### config.mk
export PLATFORM = sky130hd
export DESIGN_NAME = bram_port_arbiter
export DESIGN_NICKNAME = d
export VERILOG_FILES = /design/src/rtl/bram_port_arbiter.sv
export SDC_FILE = /design/constraint.sdc
export NUM_CORES = 1
export LEC_CHECK = 0
export BUFFER_PORTS_ARGS = -buffer_cell sky130_fd_sc_hd__buf_2
export CORE_AREA = 10 10 82 84
export DETAILED_ROUTE_END_ITERATION = 12
export DIE_AREA = 0 0 92 94
export GPL_ROUTABILITY_DRIVEN = 0
export PLACE_DENSITY_LB_ADDON = 0.05
export SETUP_SLACK_MARGIN = 0.4
export SYNTH_ARGS = -nofsm -noshare
export SYNTH_HDL_FRONTEND = slang
export SYNTH_SLANG_ARGS = --single-unit
### constraint.sdc
create_clock -name clk -period 1.5 [get_ports clk]
set_clock_uncertainty 0.05 [all_clocks]
set_input_delay 0.3 -clock clk [delete_from_list [all_inputs] [get_ports clk]]
set_output_delay 0.3 -clock clk [all_outputs]
set_load 0.05 [all_outputs]
### src/rtl/bram_port_arbiter.sv
// bram_port_arbiter: round-robin share of one block-memory port between two requesters
module bram_port_arbiter #(
    parameter int  CAPACITY_BYTES = 128,
    parameter int  BYTES_PER_WORD = 4,
    localparam int WORD_BITS      = BYTES_PER_WORD * 8,
    localparam int ADDR_BITS      = $clog2(CAPACITY_BYTES)
) (
    input  logic                      clk,
    input  logic                      reset_n,
    input  logic                      req0_valid,
    output logic                      req0_ready,
    input  logic [ADDR_BITS-1:0]      req0_address,
    input  logic [WORD_BITS-1:0]      req0_wr_data,
    input  logic [BYTES_PER_WORD-1:0] req0_wr_en,
    output logic                      rsp0_valid,
    output logic [WORD_BITS-1:0]      rsp0_rd_data,
    input  logic                      req1_valid,
    output logic                      req1_ready,
    input  logic [ADDR_BITS-1:0]      req1_address,
    input  logic [WORD_BITS-1:0]      req1_wr_data,
    input  logic [BYTES_PER_WORD-1:0] req1_wr_en,
    output logic                      rsp1_valid,
    output logic [WORD_BITS-1:0]      rsp1_rd_data,
    output logic [ADDR_BITS-1:0]      mem_address,
    output logic                      mem_rd_en,
    output logic [WORD_BITS-1:0]      mem_wr_data,
    output logic [BYTES_PER_WORD-1:0] mem_wr_en,
    input  logic [WORD_BITS-1:0]      mem_rd_data
);

    logic ptr;
    logic gnt0, gnt1;

    // grant from valids and pointer, then steer the granted payload onto the memory port
    always_comb begin
        gnt0        = req0_valid & (~req1_valid | ~ptr);
        gnt1        = req1_valid & ~gnt0;
        req0_ready  = gnt0;
        req1_ready  = gnt1;
        mem_address = gnt0 ? req0_address : gnt1 ? req1_address : '0;
        mem_wr_data = gnt0 ? req0_wr_data : gnt1 ? req1_wr_data : '0;
        mem_wr_en   = gnt0 ? req0_wr_en   : gnt1 ? req1_wr_en   : '0;
        mem_rd_en   = (gnt0 | gnt1) & ~|mem_wr_en;
    end

    // pointer moves to the loser on each accept; response valid tags the owner one cycle later
    always_ff @(posedge clk or negedge reset_n) begin
        if (!reset_n) begin
            ptr        <= 1'b0;
            rsp0_valid <= 1'b0;
            rsp1_valid <= 1'b0;
        end else begin
            if (gnt0 | gnt1)
                ptr <= gnt0;
            rsp0_valid <= gnt0;
            rsp1_valid <= gnt1;
        end
    end

    assign rsp0_rd_data = mem_rd_data;
    assign rsp1_rd_data = mem_rd_data;

endmodule

==> flow_summary.toml, run 1 <==
[power]
p_leak_uw = 0.00157
vdd_drop_max_v = 0.000357
power_density_nw_per_um2 = 666

[worst_setup_path]
required_ns = 1.15
worstPathMaxFanout = 5
cp-start-kind = "flop"
arrival_ns = 1.62
critPathCaptureType = "output pin"
critPathKind = "reg2out"

[cts]
cts_tree = "done"
numCtsBuffers = 3
cts_buffer_depth = 2
clk_pin_slew_ns = 0.03
clock_latency_ns = 0.21
root_buffer = "clkbuf_8"
cts_max_level = 1
clock_sinks = 3

[synthesis]
synth_most_common_cell = "nand2_1"
avgSynthCellArea_um2 = 5.73
yosysTopAreaCell = "buf_4"
synth_area_um2 = 1210
syn-num-nets = 333
synth-main-ff-cell = "dfrtp_1"
synth_top_area_frac = 0.404
synth_seq_area_share = 0.0621
yosys_register_bits = 3
synth_edf_count = 0
yosysWarningCount = 0
synthTopCellsByCount = "nand2_1 (78), buf_4 (65), o21ai_0 (37)"
synthCells = 211
synth_area_leaders = "buf_4 (40%), nand2_1 (24%), o21ai_0 (15%), dfrtp_1 (6.2%), buf_2 (2.9%)"
ys_types = 16
async_reset_ff_frac = 1.00

[final_layout]
layout-drive-gt1-share = 0.844
diodes = 0
fill_cells = 443
nets = 443
fin_area_um2 = 3070
area_delta_synth_final_pct = 154
final_util = 0.605

[global_routing]
antenna_found_initial = 0
grt_usage = 0.145
grt.overflow.total = 0
grt_max_degree = 20
grt_pass1_vias = 1944
grt_first_pass_wirelength_mm = 10.3

[die]
die_x_um = 92
row_count = 26
io_pins = 234
die_area_um2 = 8650
core-area_um2 = 5070
die_h_um = 94
initial_core_util = 0.238

[drt]
drt-total-wl_mm = 7.02
vias_per_cell = 4.49
vias = 1750
drc = 0
drt-initial-drc-count = 20
drt_pass1_iterations = 4
antenna_left = 0
drt-wirelength-per-cell_um = 18.0

[flow_run]
drv_cap = 0

[timing]
min_period_ns = 1.97
min_period_over_period = 1.32
relSlewSlack = 0.842
rsz0062_at_grt = "true"
clock.fmax_mhz = 507
maxSlewViolCount = 0
layout_setup_ws_ns = -0.474
setup_violations = 46
hold_violations = 0
tightest_slew_ns = 0.237

[place]
dp.final_hpwl_mm = 5.12
place_area_um2 = 1820
io_buffers = 137

[min_path]
hold_path.class = "in2async"

[run_status]
violations = "setup timing"
outcome = "finished, violations left"
[worst paths after layout]
kind	startpoint	to	slack, ns	cells past startpoint
worst max-delay path	ptr	mem_rd_en	-0.47	4
worst min-delay path	reset_n	rsp1_valid	0.36	2
worst max register to register	ptr	rsp0_valid	0.25	5
worst min register to register	ptr	ptr	0.55	2
max in group asynchronous	reset_n	ptr	0.93	2
min in group clk	mem_rd_data[9]	rsp1_rd_data[9]	0.55	0
[through the flow]
| stage | power (µW) | setup TNS (ns) | worst slack (ns) | std cells | hold slack (ns) |
|---|---|---|---|---|---|
| after floorplan | 1330 | -9.30 | -0.456 | 211 | -0.0456 |
| after global placement | 1190 | -13.96 | -0.390 | 356 | 0.0492 |
| after detailed placement | 1190 | -13.79 | -0.389 | 356 | 0.0507 |
| after CTS | 1940 | -16.38 | -0.488 | 387 | 0.358 |
| after global routing | 2140 | -19.93 | -0.544 | 390 | 0.382 |
| final | 2040 | -16.08 | -0.474 | 390 | 0.361 |
[sequential cells by signal, indices dropped and copies added (netlist names)]
name,cells
rsp0_valid,1
rsp1_valid,1
ptr,1
[critical path, cell delays in order (launching register included)]
cell      delay, ns
dfrtp_1        0.41
nand2b_4       0.18
a221o_1        0.34
nor4_4         0.29
buf_6          0.20
[area by class of cell]
type | instances | area [µm²] | share of cell area
tap | 70 | 87.6 | 0.0285
sequential | 3 | 75.1 | 0.0244
timing repair buffer | 183 | 1740 | 0.565
multi-input combinational | 129 | 1120 | 0.366
clock buffer | 4 | 45.0 | 0.0147
inverter | 1 | 3.75 | 0.00122
[layout by cell type (no fill, tap or decap)]
cell type / count
buf_16: 7
buf_4: 6
clkbuf_8: 3
inv_1: 1
nor2_1: 1
buf_12: 9
a22o_4: 1
o21ai_2: 21
nor4_4: 1
clkbuf_1: 1
nand2_2: 14
o21ai_4: 18
a21boi_4: 1
o21ai_0: 1
buf_6: 57
dfrtp_1: 3
and2_1: 1
a221o_1: 1
buf_2: 89
dlygate4sd3_1: 1
buf_8: 13
clkbuf_16: 1
nand2b_4: 1
nand2_1: 40
nand2_4: 24
a32o_2: 3
and2_4: 1
[kinds of logic (layout without fill, tap and decap cells)]
kind of cell / count (synthesis) / count (layout) / synth area share
AOI/OAI and AO/OA: 46 / 46 / 0.212
buffers and inverters: 79 / 188 / 0.454
DFF: 3 / 3 / 0.0621
and+or+nand+nor: 83 / 83 / 0.271
[per-layer routing]
layer  track usage  part of all wire  up-vias
met4        0.0566             0.024        0
met5             0                 0        -
met2         0.279              0.54      122
met3        0.0727              0.12       29
li1              -                 -      831
met1         0.125              0.31      768
[power breakdown]
part / internal (µW) / switching [µW] / total (µW) / leakage (µW)
registers: 90.2 / 7.19 / 97.4 / 0.0000365
clock network: 181 / 48.5 / 229 / 0.0000228
logic: 784 / 933 / 1720 / 0.00151
[repair_timing]
item,4_1_cts,5_1_grt
buffers inserted,19,2
pin swaps,23,21
hold endpoints to repair,3,0
setup endpoints to repair,49,48
gates resized for setup,176,49
cloned,7,1
hold buffers,1,0
(Power assumes the default switching activity.)
==> run 2: changes to the inputs <==
- PLACE_DENSITY: default -> 0.78
- PLACE_DENSITY_LB_ADDON: 0.05 -> default
==> run 2 against run 1 <==
- the run still ends with setup timing left
- worst hold slack improved by 0.013 ns
- wire length rose by 3.8%
- die area did not move
- fmax fell by 1.4%
- core utilization fell by 0.89 points
- register-to-register slack got worse by 0.09 ns
- sequential share of layout area barely moved
- final area fell by 1.5%
- critical path depth did not move
- cell count fell by 2.3%
==> flow_summary.toml, run 2 (synthesized netlist as in run 1, its figures left out) <==
[final_layout]
top_regs = "ptr: 1 flops, rsp0_valid: 1 flops, rsp1_valid: 1 flops"
nets = 434
area_delta_synth_final_pct = 150
fin_area_um2 = 3030
final_common_cell = "buf_2"
final_util = 0.596
layout-drive-gt1-share = 0.839
diodes = 0
final_cell_mix = "buf_2 (89), buf_6 (45), nand2_1 (40)"
instances_no_fill = 381

[drt]
drc = 0
drt_pass1_iterations = 4
drt-total-wl_mm = 7.28
drt-initial-drc-count = 49
drt-wirelength-per-cell_um = 19.1
antenna_left = 0
vias_per_cell = 4.65
vias = 1770

[timing]
rsz0062_at_grt = "true"
clock.fmax_mhz = 500
tightest_slew_ns = 0.210
min_period_over_period = 1.33
hold_ws_ns = 0.374
relSlewSlack = 0.859
setup_violations = 46
layout_setup_ws_ns = -0.501
hold_violations = 0
maxSlewViolCount = 0
min_period_ns = 2.00

[die]
initial_core_util = 0.238
die_area_um2 = 8650
die_x_um = 92
io_pins = 234
core-area_um2 = 5070
row_count = 26
die_h_um = 94

[run_status]
outcome = "finished, violations left"
violations = "setup timing"

[cts]
numCtsBuffers = 3
cts_buffer_depth = 2
cts_tree = "done"
cts_max_level = 1
clock_sinks = 3
root_buffer = "clkbuf_8"
clock_latency_ns = 0.21
clk_pin_slew_ns = 0.03

[worst_setup_path]
cp-start-kind = "flop"
worstPathMaxFanout = 4
critPathKind = "reg2out"
critPathCaptureType = "output pin"
arrival_ns = 1.65
required_ns = 1.15

[flow_run]
drv_cap = 0

[global_routing]
antenna_found_initial = 0
grt_pass1_vias = 1977
grt.overflow.total = 0
grt_first_pass_wirelength_mm = 10.8
grt_usage = 0.153
grt_max_degree = 23

[power]
power_density_nw_per_um2 = 675
vdd_drop_max_v = 0.000344
p_leak_uw = 0.00155

[place]
io_buffers = 137
dp.final_hpwl_mm = 5.26
place_area_um2 = 1870
dp.cells = 354

[min_path]
hold_path.class = "in2async"
run 2: changes by cell type in the layout (fill, tap and decap cells not counted):
cell / delta
buf_12: +1
o21ai_2: -1
buf_6: -12
o21ai_4: +1
buf_8: +3
nand2_4: +5
buf_4: -1
nand2_2: -5
run 2: area by class of cell:
class | instances | area [µm²]
Clock buffer | 4 | 45.0
Multi-Input combinational cell | 129 | 1160
Timing Repair Buffer | 174 | 1660
Fill cell | 404 | 2050
Inverter | 1 | 3.75
Tap cell | 70 | 87.6
Sequential cell | 3 | 75.1
run 2: power breakdown:
| part | total [µW] | internal (µW) | switching, µW |
|---|---|---|---|
| clock network | 233 | 181 | 51.5 |
| logic | 1710 | 767 | 942 |
| registers | 99.2 | 90.2 | 8.94 |
| total | 2040 | 1040 | 1000 |
run 2: path summary, 6_finish.rpt:
kind                       startpoint         end  slack [ns]  cells past startpoint
setup / recovery                  ptr   mem_rd_en       -0.50                      4
max in group asynchronous     reset_n  rsp0_valid        0.91                      2
min in group clk           req0_valid         ptr        0.48                      4
setup reg to reg                  ptr  rsp0_valid        0.16                      6
hold / removal                reset_n         ptr        0.37                      2
hold reg to reg                   ptr         ptr        0.58                      2
run 2: worst max-delay path, stage by stage (launching register included):
cell and delay [ns]:
dfrtp_1 0.42, nand2b_4 0.18, a221o_1 0.34, nor4_4 0.30
buf_6 0.20
run 2: layer usage:
metal	track usage	vias up	wire length, µm
met5	0	-	0
met4	0.0476	0	97
met3	0.104	14	1160
met2	0.273	153	3730
met1	0.137	785	2300
li1	-	818	-
run 2: metrics by stage:
step                power [µW]  setup TNS (ns)  worst slack [ns]
global placement          1210          -12.10            -0.394
global route              2140          -22.02            -0.565
detailed placement        1230          -12.80            -0.386
floorplan                 1330           -9.30            -0.456
CTS                       1940          -17.84            -0.494
finish                    2040          -18.89            -0.501
run 2: repair_timing:
| item | CTS | global route |
|---|---|---|
| gates resized for setup | 161 | 53 |
| pin swaps | 32 | 26 |
| buffers inserted | 15 | 0 |
| cloned | 6 | 1 |
| hold endpoints to repair | 3 | 0 |
| hold buffers | 1 | 0 |
| setup endpoints to repair | 49 | 49 |
